--- src/rtl/decode_pkg.sv ---
// Shared RV32I decode definitions: opcodes, immediate/opclass enums and the
// decoded bundle carried from decode_fields into the stage register.
package decode_pkg;

  localparam logic [6:0] OPC_LUI      = 7'b0110111;
  localparam logic [6:0] OPC_AUIPC    = 7'b0010111;
  localparam logic [6:0] OPC_JAL      = 7'b1101111;
  localparam logic [6:0] OPC_JALR     = 7'b1100111;
  localparam logic [6:0] OPC_BRANCH   = 7'b1100011;
  localparam logic [6:0] OPC_LOAD     = 7'b0000011;
  localparam logic [6:0] OPC_STORE    = 7'b0100011;
  localparam logic [6:0] OPC_OP_IMM   = 7'b0010011;
  localparam logic [6:0] OPC_OP       = 7'b0110011;
  localparam logic [6:0] OPC_MISC_MEM = 7'b0001111;
  localparam logic [6:0] OPC_SYSTEM   = 7'b1110011;

  localparam logic [6:0] FUNCT7_MULDIV = 7'b0000001;

  typedef enum logic [2:0] {
    IMM_NONE, IMM_I, IMM_S, IMM_B, IMM_U, IMM_J
  } imm_kind_e;

  typedef enum logic [3:0] {
    OC_OP, OC_OP_IMM, OC_LOAD, OC_STORE, OC_BRANCH, OC_JAL, OC_JALR,
    OC_LUI, OC_AUIPC, OC_MISC_MEM, OC_SYSTEM, OC_MULDIV
  } opclass_e;

  // Immediate is kept outside the struct so its width can follow DATA_WIDTH.
  typedef struct packed {
    logic [4:0] rd;
    logic [4:0] rs1;
    logic [4:0] rs2;
    imm_kind_e  imm_kind;
    logic [2:0] funct3;
    logic       alt;
    opclass_e   opclass;
    logic       illegal;
  } bundle_t;

endpackage

--- src/rtl/decode_fields.sv ---
// Purely combinational RV32I(M) field decode: instruction word to bundle
// plus sign-extended immediate.
module decode_fields
  import decode_pkg::*;
#(
  parameter int DATA_WIDTH = 32,
  parameter bit ENABLE_M   = 1'b0
) (
  input  logic [31:0]           instr,
  output bundle_t               bundle,
  output logic [DATA_WIDTH-1:0] imm
);

  logic [6:0]  opcode;
  logic [2:0]  funct3;
  logic [6:0]  funct7;
  logic        use_rd, use_rs1, use_rs2, illegal, alt;
  imm_kind_e   kind;
  opclass_e    opclass;
  logic [31:0] imm32;

  assign opcode = instr[6:0];
  assign funct3 = instr[14:12];
  assign funct7 = instr[31:25];

  always_comb begin
    use_rd  = 1'b0;
    use_rs1 = 1'b0;
    use_rs2 = 1'b0;
    illegal = 1'b0;
    alt     = 1'b0;
    kind    = IMM_NONE;
    opclass = OC_OP;
    case (opcode)
      OPC_OP: begin
        {use_rd, use_rs1, use_rs2} = 3'b111;
        alt = instr[30];
        if (funct7 == FUNCT7_MULDIV) begin
          if (ENABLE_M) opclass = OC_MULDIV;
          else          illegal = 1'b1;
        end
      end
      OPC_OP_IMM: begin
        {use_rd, use_rs1} = 2'b11;
        kind    = IMM_I;
        opclass = OC_OP_IMM;
        // instr[30] only selects SRAI vs SRLI; elsewhere it is immediate data
        alt     = instr[30] && (funct3 == 3'b001 || funct3 == 3'b101);
      end
      OPC_LOAD: begin
        {use_rd, use_rs1} = 2'b11;
        kind    = IMM_I;
        opclass = OC_LOAD;
        illegal = (funct3 == 3'b011) || (funct3 == 3'b110) || (funct3 == 3'b111);
      end
      OPC_STORE: begin
        {use_rs1, use_rs2} = 2'b11;
        kind    = IMM_S;
        opclass = OC_STORE;
        illegal = funct3 > 3'd2;
      end
      OPC_BRANCH: begin
        {use_rs1, use_rs2} = 2'b11;
        kind    = IMM_B;
        opclass = OC_BRANCH;
        illegal = funct3[2:1] == 2'b01;
      end
      OPC_JAL:    begin use_rd = 1'b1; kind = IMM_J; opclass = OC_JAL; end
      OPC_JALR: begin
        {use_rd, use_rs1} = 2'b11;
        kind    = IMM_I;
        opclass = OC_JALR;
        illegal = funct3 != 3'b000;
      end
      OPC_LUI:    begin use_rd = 1'b1; kind = IMM_U; opclass = OC_LUI;   end
      OPC_AUIPC:  begin use_rd = 1'b1; kind = IMM_U; opclass = OC_AUIPC; end
      OPC_MISC_MEM: begin {use_rd, use_rs1} = 2'b11; kind = IMM_I; opclass = OC_MISC_MEM; end
      OPC_SYSTEM:   begin {use_rd, use_rs1} = 2'b11; kind = IMM_I; opclass = OC_SYSTEM;   end
      default:    illegal = 1'b1;
    endcase
    if (illegal) begin
      {use_rd, use_rs1, use_rs2, alt} = 4'b0000;
      kind    = IMM_NONE;
      opclass = OC_OP;
    end
  end

  always_comb begin
    case (kind)
      IMM_I:   imm32 = {{20{instr[31]}}, instr[31:20]};
      IMM_S:   imm32 = {{20{instr[31]}}, instr[31:25], instr[11:7]};
      IMM_B:   imm32 = {{19{instr[31]}}, instr[31], instr[7], instr[30:25], instr[11:8], 1'b0};
      IMM_U:   imm32 = {instr[31:12], 12'b0};
      IMM_J:   imm32 = {{11{instr[31]}}, instr[31], instr[19:12], instr[20], instr[30:21], 1'b0};
      default: imm32 = '0;
    endcase
  end

  always_comb begin
    imm        = {DATA_WIDTH{imm32[31]}};
    imm[31:0]  = imm32;
  end

  always_comb begin
    bundle          = '0;
    bundle.rd       = use_rd  ? instr[11:7]  : 5'd0;
    bundle.rs1      = use_rs1 ? instr[19:15] : 5'd0;
    bundle.rs2      = use_rs2 ? instr[24:20] : 5'd0;
    bundle.imm_kind = kind;
    bundle.funct3   = funct3;
    bundle.alt      = alt;
    bundle.opclass  = opclass;
    bundle.illegal  = illegal;
  end

endmodule

--- src/rtl/decode_stage.sv ---
// Decode pipeline stage: decode_fields followed by a single valid/ready
// output register with flush.
module decode_stage
  import decode_pkg::*;
#(
  parameter int DATA_WIDTH = 32,
  parameter int PC_WIDTH   = 32,
  parameter int ENABLE_M   = 0
) (
  input  logic                  clk,
  input  logic                  reset,
  input  logic                  in_valid,
  output logic                  in_ready,
  input  logic [31:0]           in_instr,
  input  logic [PC_WIDTH-1:0]   in_pc,
  input  logic                  flush,
  output logic                  out_valid,
  input  logic                  out_ready,
  output logic [PC_WIDTH-1:0]   out_pc,
  output logic [4:0]            out_rd,
  output logic [4:0]            out_rs1,
  output logic [4:0]            out_rs2,
  output logic [DATA_WIDTH-1:0] out_imm,
  output imm_kind_e             out_imm_kind,
  output logic [2:0]            out_funct3,
  output logic                  out_alt,
  output opclass_e              out_opclass,
  output logic                  out_illegal
);

  bundle_t               dec, bundle_q;
  logic [DATA_WIDTH-1:0] dec_imm, imm_q;
  logic [PC_WIDTH-1:0]   pc_q;
  logic                  valid_q, accept;

  decode_fields #(
    .DATA_WIDTH (DATA_WIDTH),
    .ENABLE_M   (ENABLE_M != 0)
  ) u_fields (
    .instr  (in_instr),
    .bundle (dec),
    .imm    (dec_imm)
  );

  assign in_ready = !valid_q || out_ready;
  assign accept   = in_valid && in_ready;

  // Flush wins over an accept in the same cycle; data only moves on accept.
  always_ff @(posedge clk or posedge reset) begin
    if (reset) begin
      valid_q  <= 1'b0;
      pc_q     <= '0;
      bundle_q <= '0;
      imm_q    <= '0;
    end else if (flush) begin
      valid_q  <= 1'b0;
    end else if (accept) begin
      valid_q  <= 1'b1;
      pc_q     <= in_pc;
      bundle_q <= dec;
      imm_q    <= dec_imm;
    end else if (out_ready) begin
      valid_q  <= 1'b0;
    end
  end

  assign out_valid    = valid_q;
  assign out_pc       = pc_q;
  assign out_rd       = bundle_q.rd;
  assign out_rs1      = bundle_q.rs1;
  assign out_rs2      = bundle_q.rs2;
  assign out_imm      = imm_q;
  assign out_imm_kind = bundle_q.imm_kind;
  assign out_funct3   = bundle_q.funct3;
  assign out_alt      = bundle_q.alt;
  assign out_opclass  = bundle_q.opclass;
  assign out_illegal  = bundle_q.illegal;

endmodule
--- config.mk ---
export PLATFORM = sky130hd
export DESIGN_NAME = decode_stage
export DESIGN_NICKNAME = d
export VERILOG_FILES = /design/src/rtl/decode_pkg.sv /design/src/rtl/decode_fields.sv /design/src/rtl/decode_stage.sv
export SDC_FILE = /design/constraint.sdc
export NUM_CORES = 1
export LEC_CHECK = 0
export ABC_AREA = 0
export BUFFER_PORTS_ARGS = -buffer_cell sky130_fd_sc_hd__buf_4
export CAP_MARGIN = 20
export CORE_MARGIN = 2
export CORE_UTILIZATION = 51
export DETAILED_ROUTE_END_ITERATION = 10
export HOLD_SLACK_MARGIN = 0.12
export PLACE_DENSITY = 0.8
export SYNTH_ARGS = -nofsm -noshare
export SYNTH_HDL_FRONTEND = slang
export SYNTH_HIERARCHICAL = 1
export SYNTH_SLANG_ARGS = --single-unit
--- constraint.sdc ---
create_clock -name clk -period 3.1 [get_ports clk]
set_clock_uncertainty 0.05 [all_clocks]
set_input_delay 0.465 -clock clk [delete_from_list [all_inputs] [get_ports clk]]
set_output_delay 0.465 -clock clk [all_outputs]
set_load 0.05 [all_outputs]
==> metrics.cfg <==
[status]
status = finished, final reports clean

[layout]
layout-drive-gt1-share_pct = 55.28
nNetsFinal = 585
syn_to_final_growth_pct = 26.50
utilization_pct = 65.68
instances_no_fill = 654
antenna_cells = 0

[critical_path]
worst-path-buf-inv = 2
crit_path_top_delay_cell = or3b_1
critPathRequiredTime_ns = 3.35
cpLargestDelayFamily = simple AND/OR/NAND/NOR gates
cp_max_fo = 17
critPathMaxStageDelay_ns = 0.40
worstSetupStartpointType = input pin
critPathKind = in2reg
crit_path_end_kind = flop
cp_cell_sequence = buf_4 > or3b_1 > a21oi_2 > o21bai_1 > and3_1 > inv_4 > a2111oi_4 > mux2_4
crit_arrival_ns = 2.34

[route]
first_iter_violations = 270
routed_via_density = 5.249
ant_nets = 0
route.detailed.drc = 0
vias = 3433
post_drt_wl_per_cell_um = 17.89
wl_mm = 11.70
first_pass_iters = 4

[worst_hold_path]
hp-class = in2async

[sta]
holdWs_ns = 0.1422
fmax_mhz = 480.5
tns_ns = 0
worst_slew_pin_slew_ns = 0.7494
slew_headroom_pct = 49.77
fin_crit_ns = 2.081
final-max-slew-violation-count = 0
timing.final.crit_share_pct = 67.13
rsz0062_at_grt = no
setup_viol = 0
finalWorstSetupSlack_ns = 1.019
finalHoldViolCount = 0

[logic_synthesis]
synth_top_area_share_pct = 45.78
synth_nets = 439
async_reset_ff_share_pct = 100.0
ys_ff_latch = 92
synth_top_area_cell = dfrtp_1
synth_cell_types = 59
syn_inst = 370
syn_area_um2 = 5029
synth_area_leaders = dfrtp_1, mux2_4, buf_12
yosys_warnings = 6
synth_flop_cell = dfrtp_1
avgSynthCellArea_um2 = 13.59
synth_edf_count = 0
yosysSeqAreaShare_pct = 45.78

[placed_design]
port_buffers = 161
place_ws_ns = 0.6522
dp_hpwl_mm = 8.395
dp.cells = 638
gp_congestion = 0.9051

[power_and_ir_drop]
ir_drop_uv = 321.9
power_density_nw_per_um2 = 505.9
p_leak_nw = 3.337

[clock_tree]
holdBufCountCts = 0
cts_tree = yes
cts_max_path_buffers = 2
root_buffer = clkbuf_8
cts-htree-levels = 3
clock_latency_ns = 0.37
postCtsSetupBuffers = 0
cts.clk_slew.worst_paths_ns = 0.10
cts_made_buffers = 9
cts_sinks = 92
ctsResizeCount = 0

[grt]
grtUsageTotal_pct = 21.68
grt_pass1_wl_mm = 17.62
antenna_found_initial = 0
grt_pass1_vias = 3370
overflow = 0
grt_max_degree = 93

[floorplan]
ios = 162
initial_core_util_pct = 51.93
dieArea_um2 = 10670
die_x_um = 103.3
core_area_um2 = 9684
die_h_um = 103.3
placementRows = 36

[flow_run]
drv_cap = 0

[metal layers]
layer	vias to the layer above	share of wire, %	track usage, %
met4	0	1.8	7.996
met2	107	49	33.97
met1	1711	43	29.99
li1	1599	-	-
met5	-	0	0
met3	16	6.0	4.368
[logic make-up (layout without fill, tap and decap cells)]
| logic type | after synthesis | count (layout) | share of synthesized area, % |
|---|---|---|---|
| AO/OA/AOI/OAI | 55 | 55 | 8.534 |
| buffers and inverters | 39 | 190 | 7.166 |
| multiplexers | 94 | 94 | 27.74 |
| AND/OR/NAND/NOR | 88 | 88 | 10.43 |
| XOR/XNOR | 2 | 2 | 0.3484 |
| flip-flops | 92 | 92 | 45.78 |
[worst paths after layout]
check                            startpoint              end  slack, ns  depth (start not counted)
max in group asynchronous             reset          out_alt       2.47                          3
min in group clk                      flush        out_valid       0.21                          2
worst min register to register  out_imm[12]      out_imm[12]       0.47                          1
worst min-delay path                  reset        out_valid       0.14                          3
worst max-delay path            in_instr[6]      out_imm[11]       1.02                          8
worst max register to register    out_valid  out_imm_kind[2]       1.31                          4
[tightest hold or removal path: stages]
cell,delay (ns)
buf_4,0.12
inv_4,0.05
buf_12,0.38
[cell usage after synthesis (2+ instances only)]
| cell | n |
|---|---|
| buf_2 | 9 |
| mux2_4 | 90 |
| buf_12 | 10 |
| dfrtp_1 | 92 |
| o21bai_1 | 2 |
| a21o_1 | 20 |
| nor3_1 | 6 |
| nor2_2 | 2 |
| buf_4 | 6 |
| nand2_1 | 9 |
| buf_6 | 2 |
| clkbuf_1 | 3 |
| and2_1 | 17 |
| or3_1 | 2 |
| nor2_1 | 17 |
| o22ai_1 | 3 |
| o21a_1 | 2 |
| nand3b_1 | 3 |
| nor3b_1 | 2 |
| nand3_1 | 6 |
| nand2b_1 | 5 |
| a21oi_1 | 7 |
| a31oi_1 | 5 |
| mux2_2 | 2 |
| inv_1 | 7 |
| and3_1 | 7 |
| o211ai_2 | 2 |
[through the flow]
stage | area (µm²) | power (W)
2_1_floorplan | 5029 | 0.002056
3_3_place_gp | 6130 | 0.002320
3_5_place_dp | 6137 | 0.002333
4_1_cts | 6361 | 0.003250
5_1_grt | 6361 | 0.003348
6_report | 6361 | 0.003218
[registers in the layout, summed over array words and instances (netlist names)]
name and count:
out_alt 1, out_funct3 3, out_illegal 1, out_imm 32
out_imm_kind 3, out_opclass 4, out_pc 32, out_rd 5
out_rs1 5, out_rs2 5, out_valid 1
[cell type report]
type | instances | area (µm²)
clock buffers | 10 | 127.6
well taps | 133 | 166.4
flip-flops and latches | 92 | 2302
repair buffers | 165 | 1264
inverters | 9 | 38.79
clock inverters | 6 | 96.34
fillers | 741 | 3323
multi-input cells | 239 | 2366
[power breakdown]
part / internal, W / leakage, nW / total [W] / switching (W)
sequential: 0.00130 / 1.20 / 0.00136 / 0.0000593
combinational: 0.000371 / 2.03 / 0.000949 / 0.000579
clock: 0.000465 / 0.109 / 0.000910 / 0.000446
[layout by cell type, fill, tap and decap left out, types with 3 or more instances in the layout]
master | netlist | routed
nand2b_1 | 5 | 5
mux2_4 | 90 | 90
dfrtp_1 | 92 | 92
nor3_1 | 6 | 6
nand3b_1 | 3 | 3
nand2_1 | 9 | 9
and2_1 | 17 | 17
a21o_1 | 20 | 20
a31oi_1 | 5 | 5
nor2_1 | 17 | 17
a21oi_1 | 7 | 7
nand3_1 | 6 | 6
inv_1 | 7 | 6
and3_1 | 7 | 7
buf_4 | 6 | 163
clkbuf_8 | 0 | 9
o22ai_1 | 3 | 3
Power figures use the tool's default switching activity.
